--- config.mk ---
export PLATFORM = sky130hd
export DESIGN_NAME = serial_tx_piso_flat
export DESIGN_NICKNAME = d
export VERILOG_FILES = /design/src/rtl/serial_tx_piso_if.sv /design/src/rtl/serial_tx_piso.sv /design/src/flat_wrapper.sv
export SDC_FILE = /design/constraint.sdc
export NUM_CORES = 1
export LEC_CHECK = 0
export BUFFER_PORTS_ARGS = -buffer_cell sky130_fd_sc_hd__clkbuf_2
export CAP_MARGIN = 10
export CORE_AREA = 2 2 41 43
export DETAILED_ROUTE_END_ITERATION = 8
export DIE_AREA = 0 0 43 45
export PLACE_DENSITY = 0.72
export SLEW_MARGIN = 20
export SYNTH_ARGS = -nofsm -noshare
export SYNTH_HDL_FRONTEND = slang
export SYNTH_SLANG_ARGS = --single-unit
--- constraint.sdc ---
create_clock -name clk -period 1.7 [get_ports clk]
set_clock_uncertainty 0.05 [all_clocks]
set_input_delay 0.17 -clock clk [delete_from_list [all_inputs] [get_ports clk]]
set_output_delay 0.17 -clock clk [all_outputs]
set_load 0.05 [all_outputs]
--- src/rtl/serial_tx_piso_if.sv ---
// Word handshake between an upstream producer and the serial transmitter.
// The producer (master) offers data_in/valid_in; the transmitter (slave) answers with ready_out.
interface serial_tx_piso_if #(
  parameter int WIDTH = 8
);
  logic [WIDTH-1:0] data_in;
  logic             valid_in;
  logic             ready_out;

  modport master (output data_in, output valid_in, input ready_out);
  modport slave  (input data_in, input valid_in, output ready_out);
endinterface

--- src/rtl/serial_tx_piso.sv ---
// Parallel-in serial-out transmitter: one word per handshake, one bit per clk on sd_out.
// Define SERIAL_TX_PARITY_EN to append an even-parity bit after the payload.
module serial_tx_piso #(
  parameter int WIDTH     = 8,
  parameter bit LSB_FIRST = 1'b1
) (
  input  logic               clk,
  input  logic               reset,
  serial_tx_piso_if.slave    up,
  output logic               sd_out,
  output logic               sd_frame,
  output logic               busy,
  output logic               done
);

`ifdef SERIAL_TX_PARITY_EN
  localparam int NBITS = WIDTH + 1;
`else
  localparam int NBITS = WIDTH;
`endif
  localparam int CW = $clog2(WIDTH + 2);
  localparam logic [CW-1:0] NBITS_C = CW'(NBITS);

  typedef enum logic {IDLE, SHIFT} state_t;

  state_t           state_q, state_d;
  logic [NBITS-1:0] shreg_q, shreg_d;
  logic [CW-1:0]    cnt_q, cnt_d;
  logic             sd_q, sd_d;
  logic             frame_q, frame_d;
  logic             done_q, done_d;
  logic [NBITS-1:0] frameWord;
  logic             accept;

  // Parity always trails the payload, so its position depends on the shift direction.
`ifdef SERIAL_TX_PARITY_EN
  assign frameWord = LSB_FIRST ? {^up.data_in, up.data_in} : {up.data_in, ^up.data_in};
`else
  assign frameWord = up.data_in;
`endif

  assign up.ready_out = (state_q == IDLE) & ~reset;
  assign accept       = up.valid_in & up.ready_out;

  always_comb begin
    state_d = state_q;
    shreg_d = shreg_q;
    cnt_d   = cnt_q;
    sd_d    = sd_q;
    frame_d = frame_q;
    done_d  = 1'b0;
    case (state_q)
      IDLE: begin
        sd_d    = 1'b0;
        frame_d = 1'b0;
        if (accept) begin
          state_d = SHIFT;
          frame_d = 1'b1;
          cnt_d   = CW'(1);
          if (LSB_FIRST) begin
            sd_d    = frameWord[0];
            shreg_d = frameWord >> 1;
          end else begin
            sd_d    = frameWord[NBITS-1];
            shreg_d = frameWord << 1;
          end
        end
      end
      SHIFT: begin
        // cnt_q counts bits already shown; the edge after the last one closes the frame.
        if (cnt_q == NBITS_C) begin
          state_d = IDLE;
          sd_d    = 1'b0;
          frame_d = 1'b0;
          done_d  = 1'b1;
          cnt_d   = '0;
        end else begin
          sd_d    = LSB_FIRST ? shreg_q[0] : shreg_q[NBITS-1];
          shreg_d = LSB_FIRST ? (shreg_q >> 1) : (shreg_q << 1);
          cnt_d   = cnt_q + CW'(1);
        end
      end
      default: state_d = IDLE;
    endcase
  end

  always_ff @(posedge clk) begin
    if (reset) begin
      state_q <= IDLE;
      shreg_q <= '0;
      cnt_q   <= '0;
      sd_q    <= 1'b0;
      frame_q <= 1'b0;
      done_q  <= 1'b0;
    end else begin
      state_q <= state_d;
      shreg_q <= shreg_d;
      cnt_q   <= cnt_d;
      sd_q    <= sd_d;
      frame_q <= frame_d;
      done_q  <= done_d;
    end
  end

  assign sd_out   = sd_q;
  assign sd_frame = frame_q;
  assign done     = done_q;
  assign busy     = (state_q == SHIFT);

endmodule
--- src/flat_wrapper.sv ---
// flat-port wrapper written by rule: the top's interface ports become plain ports
module serial_tx_piso_flat 
#(
  parameter int WIDTH     = 8,
  parameter bit LSB_FIRST = 1'b1
)
  (clk, reset, sd_out, sd_frame, busy, done, up_data_in, up_valid_in, up_ready_out);
  serial_tx_piso_if #(.WIDTH(WIDTH)) up_i ();
  input  logic clk;
  input  logic reset;
  output logic sd_out;
  output logic sd_frame;
  output logic busy;
  output logic done;
  input wire logic [$bits(up_i.data_in)-1:0] up_data_in;
  input wire logic [$bits(up_i.valid_in)-1:0] up_valid_in;
  output wire logic [$bits(up_i.ready_out)-1:0] up_ready_out;
  assign up_i.data_in = up_data_in;
  assign up_i.valid_in = up_valid_in;
  assign up_ready_out = up_i.ready_out;
  serial_tx_piso #(.WIDTH(WIDTH), .LSB_FIRST(LSB_FIRST)) u_core (.clk(clk), .reset(reset), .up(up_i), .sd_out(sd_out), .sd_frame(sd_frame), .busy(busy), .done(done));
endmodule
After elaboration in Yosys (flattened, before gate mapping)
Cells that the tools add are included.
Word-level totals
  bits in registers: 16
  input bits: 11
  output and inout port bits: 5
Cells by class
  bitwise gates (word level): 4
  eq/ne operators: 4
  reduce and logical (&&, ||, !) cells: 2
  muxes and demuxes: 15
  $add $sub $neg: 1
Operators by type and width (number)
  2-to-1 mux 8 bit: 2
  case mux 8 bit (2 select lines): 1
  2-to-1 mux 4 bit: 2
  case mux 4 bit (2 select lines): 1
  2-to-1 mux 1 bit: 6
  case mux 1 bit (2 select lines): 3
  adder 4 x 1 -> 4 bit (second input constant): 1
  == test 4 bit (second input constant): 1
  != test 2 bit (second input constant): 2
  AND 1 bit: 2
  != test 2 x 1 -> 1 bit (second input constant): 1
  NOT 1 bit: 2
  AND reduction 2 bit: 1
  OR reduction 2 bit: 1

Logic depth before layout (Yosys ltp)
  word-level depth: 5
  depth in mapped cells: 5
  gate-level depth less buffers: 5

Least setup slack after synthesis
Ideal clock, no wire load.
  path type: reg-to-output
  start point: register u_core.state_q, in the netlist u_core.busy
  end point: output up_ready_out
  arrival: 1.439 ns
  cell stages (with the launch flop): 3
  buffers on the path: 1
  setup slack: 0.041 ns
  cell sequence: dfxtp_1 > buf_4 > nor2_1
Between the ends
  cells in the longest elaborated chain, start to end: 2
RTL lines
  start: declaration: line serial_tx_piso.sv:26  | state_t state_q, state_d;
  start signal: assignment: line serial_tx_piso.sv:96  | state_q <= state_d;
  NOT 1 bit (no line)
  AND 1 bit: line serial_tx_piso.sv:42  | assign up.ready_out = (state_q == IDLE) & ~reset;
  end: declaration: line flat_wrapper.sv:17  | output wire logic [$bits(up_i.ready_out)-1:0] up_ready_out;
Every way passes these cells.

Worst setup path after layout
  start point: register u_core.state_q, in the netlist u_core.busy
  end point: output busy
RTL lines
  end: declaration: line flat_wrapper.sv:13  | output logic busy;
No word-level cell between the ends.

==> results.cfg <==
[synth]
synth_common_cells = 15 x dfxtp_1, 10 x a21oi_1, 7 x inv_1, 5 x o221a_1, 4 x nor2_1
ys_seq_area_share_pct = 43.80
yosysTopAreaCell = dfxtp_1
synth.distinct_cells = 29
synthTopCellsByArea = dfxtp_1 44%, o221a_1 8.2%, a21oi_1 7.3%
ys_ff_latch = 15
synth_edf_count = 0
async_flop_share_pct = 0
synthFlopType = dfxtp_1
yosysMostFrequentCell = dfxtp_1
syn_avg_cell_area_um2 = 9.393
syn-cell-area_um2 = 685.7
ys_warn_count = 0
syn_nets = 86
synth_cells = 73
synth_top_area_share_pct = 43.80

[clock_tree]
cts_tree = yes
clk_path_buf_depth = 2
clkSlewWorstSetupHoldPaths_ns = 0.08
post-cts-setup-buffers = 0
cts_sinks = 15
cts_resized = 0
cts_made_buffers = 3
cts.hold.buffers_added = 0
cts-root-buf = clkbuf_4
htree_levels = 1
clkLatencyLatePin_ns = 0.28

[worst_hold_path]
hold_class = in -> reg

[sta]
setup_viol = 0
hold_viol_final = 0
timing.setup.tns_ns = 0
slew_headroom_pct = 65.32
period_minus_slack_ns = 1.513
grt_setup_unrepaired = false
maxSlewViolCount = 0
fmax_mhz = 661.1
worstMarginPinSlew_ns = 0.5192
fin_crit_sh_pct = 88.98

[detailed_routing]
ant_nets = 0
drt-total-wl_um = 1279
drcViolationCount = 0
drt-wirelength-per-cell_um = 12.07
firstDrtPassIters = 4
viasPerCell = 5.368
drt_iter0_drc = 10
num_vias = 569

[floorplan]
die_area_um2 = 1935
core_um2 = 1471
fp-row-count = 14
fp.dieW_um = 43
boundaryPins = 16
initial_core_util_pct = 46.60
die_y_um = 45

[job]
max_cap_violations = 0

[grt]
first_global_vias = 560
grt_max_degree = 17
grt_overflow = 0
gr-usage-all-layers_pct = 15.85
grt_first_pass_wirelength_um = 2290
antenna_found_initial = 0

[run_status]
status = complete, no violations

[placed_design]
routabilityCongestion = 0.7732
portBuffers = 15
dp_hpwl_um = 927.2
dp.cells = 102

[worst_setup_path]
worst_ep_required_time_ns = 1.48
cp.arrival_ns = 1.29
path_cells = buf_4, clkbuf_2
cpPeakStageDelay_ns = 0.52
startpoint_type = flip-flop
critPathMaxFanout = 9
cp_num_buf_inv = 2
critPathCaptureType = output pin
critPathSlowestCell = dfxtp_1
path_class = reg -> out
path_delay_family = flip-flops

[cells_and_area]
n_fill_cell = 140
layout-drive-gt1-share_pct = 26.67
area_delta_synth_final_pct = 16.61
num_antenna_cells = 0
regArea_um2 = 300.3
multi_input_area_um2 = 342.8
final_net_count = 104
fin_cells = 106

[power_and_ir_drop]
p_leak_nw = 0.3517
power.density_nw_per_um2 = 878.2
ir_drop_uv = 448.3
worst paths after layout:
check / end / slack [ns] / depth (start not counted) / start
setup / recovery: busy / 0.19 / 2 / u_core.busy
hold / removal: u_core.shreg_q[6] / 0.07 / 3 / up_data_in[7]
setup reg to reg: u_core.shreg_q[3] / 0.26 / 5 / u_core.cnt_q[0]
hold reg to reg: u_core.shreg_q[6] / 0.44 / 2 / u_core.shreg_q[6]
sequential cells by signal (all words and copies together) (netlist names):
register	count
u_core.busy	1
u_core.cnt_q	4
u_core.done	1
u_core.sd_frame	1
u_core.sd_out	1
u_core.shreg_q	7
through the flow:
step	utilization [%]	power (mW)	instance area, um2	setup WS (ns)	hold WS, ns
finish	54.34	0.7022	799.5	0.1874	0.06665
floorplan	-	0.4810	685.7	0.04125	0.1916
CTS	54.34	0.7163	799.5	0.1680	0.05745
global route	54.34	0.7438	799.5	0.1234	0.07943
global placement	52.47	0.5120	772.0	0.3116	0.3559
detailed placement	52.47	0.5148	772.0	0.2653	0.3545
power breakdown:
part | leakage, nW | internal (mW) | switching (mW)
clock network | 0.0177 | 0.0871 | 0.109
registers | 0.124 | 0.374 | 0.0166
logic | 0.210 | 0.0464 | 0.0689
worst register-to-register path: cells and delay by family (launching register included):
family	cells	cell delay, ns
flops	1	0.39
compound gates	1	0.27
buf+inv	1	0.08
simple gates	2	0.33
fa+ha+maj	1	0.24
cells in the final DEF (no fill, tap or decap):
| cell | instances |
|---|---|
| nor3b_1 | 2 |
| a32oi_1 | 1 |
| inv_1 | 7 |
| o21bai_1 | 1 |
| nor2_4 | 1 |
| a21boi_0 | 1 |
| nor3_1 | 1 |
| nand4b_1 | 1 |
| nor2_1 | 4 |
| o21ba_1 | 1 |
| o211ai_1 | 1 |
| a21oi_1 | 10 |
| nand2_1 | 3 |
| buf_4 | 1 |
| o21ai_0 | 3 |
| nand3_1 | 1 |
| and4b_4 | 1 |
| nor2_2 | 1 |
| a31oi_1 | 1 |
| clkinv_2 | 1 |
| clkbuf_4 | 3 |
| a211oi_2 | 1 |
| and3b_1 | 1 |
| o221a_1 | 5 |
| clkbuf_2 | 15 |
| nand3b_1 | 1 |
| ha_1 | 2 |
| dfxtp_1 | 15 |
| mux2i_1 | 1 |
| nor2b_1 | 3 |
routing by layer:
metal  share of wire (%)  up-vias  GRT usage [%]
met2                  46       16          24.85
met1                  48      256          21.00
li1                    -      295              -
met4                 1.0        0          7.273
met3                 5.2        2          3.600
met5                   0        -              0
layout make-up:
class | instances | share of cell area (%)
clock inverter | 1 | 0.6260
timing repair buffer | 16 | 10.33
clock buffer | 3 | 2.817
tap | 16 | 2.504
inverter | 7 | 3.286
sequential | 15 | 37.56
multi-input combinational | 48 | 42.88
kinds of logic (layout without fill, tap and decap cells):
group,Yosys count,count (layout),synth area share [%]
AO/OA/AOI/OAI,25,25,26.46
AND/OR/NAND/NOR,20,20,18.43
flip-flops,15,15,43.80
buffers and inverters,10,27,6.204
adder cells (fa/ha/maj),2,2,3.649
multiplexers,1,1,1.460
No activity file was read; power rests on OpenSTA's default activity.
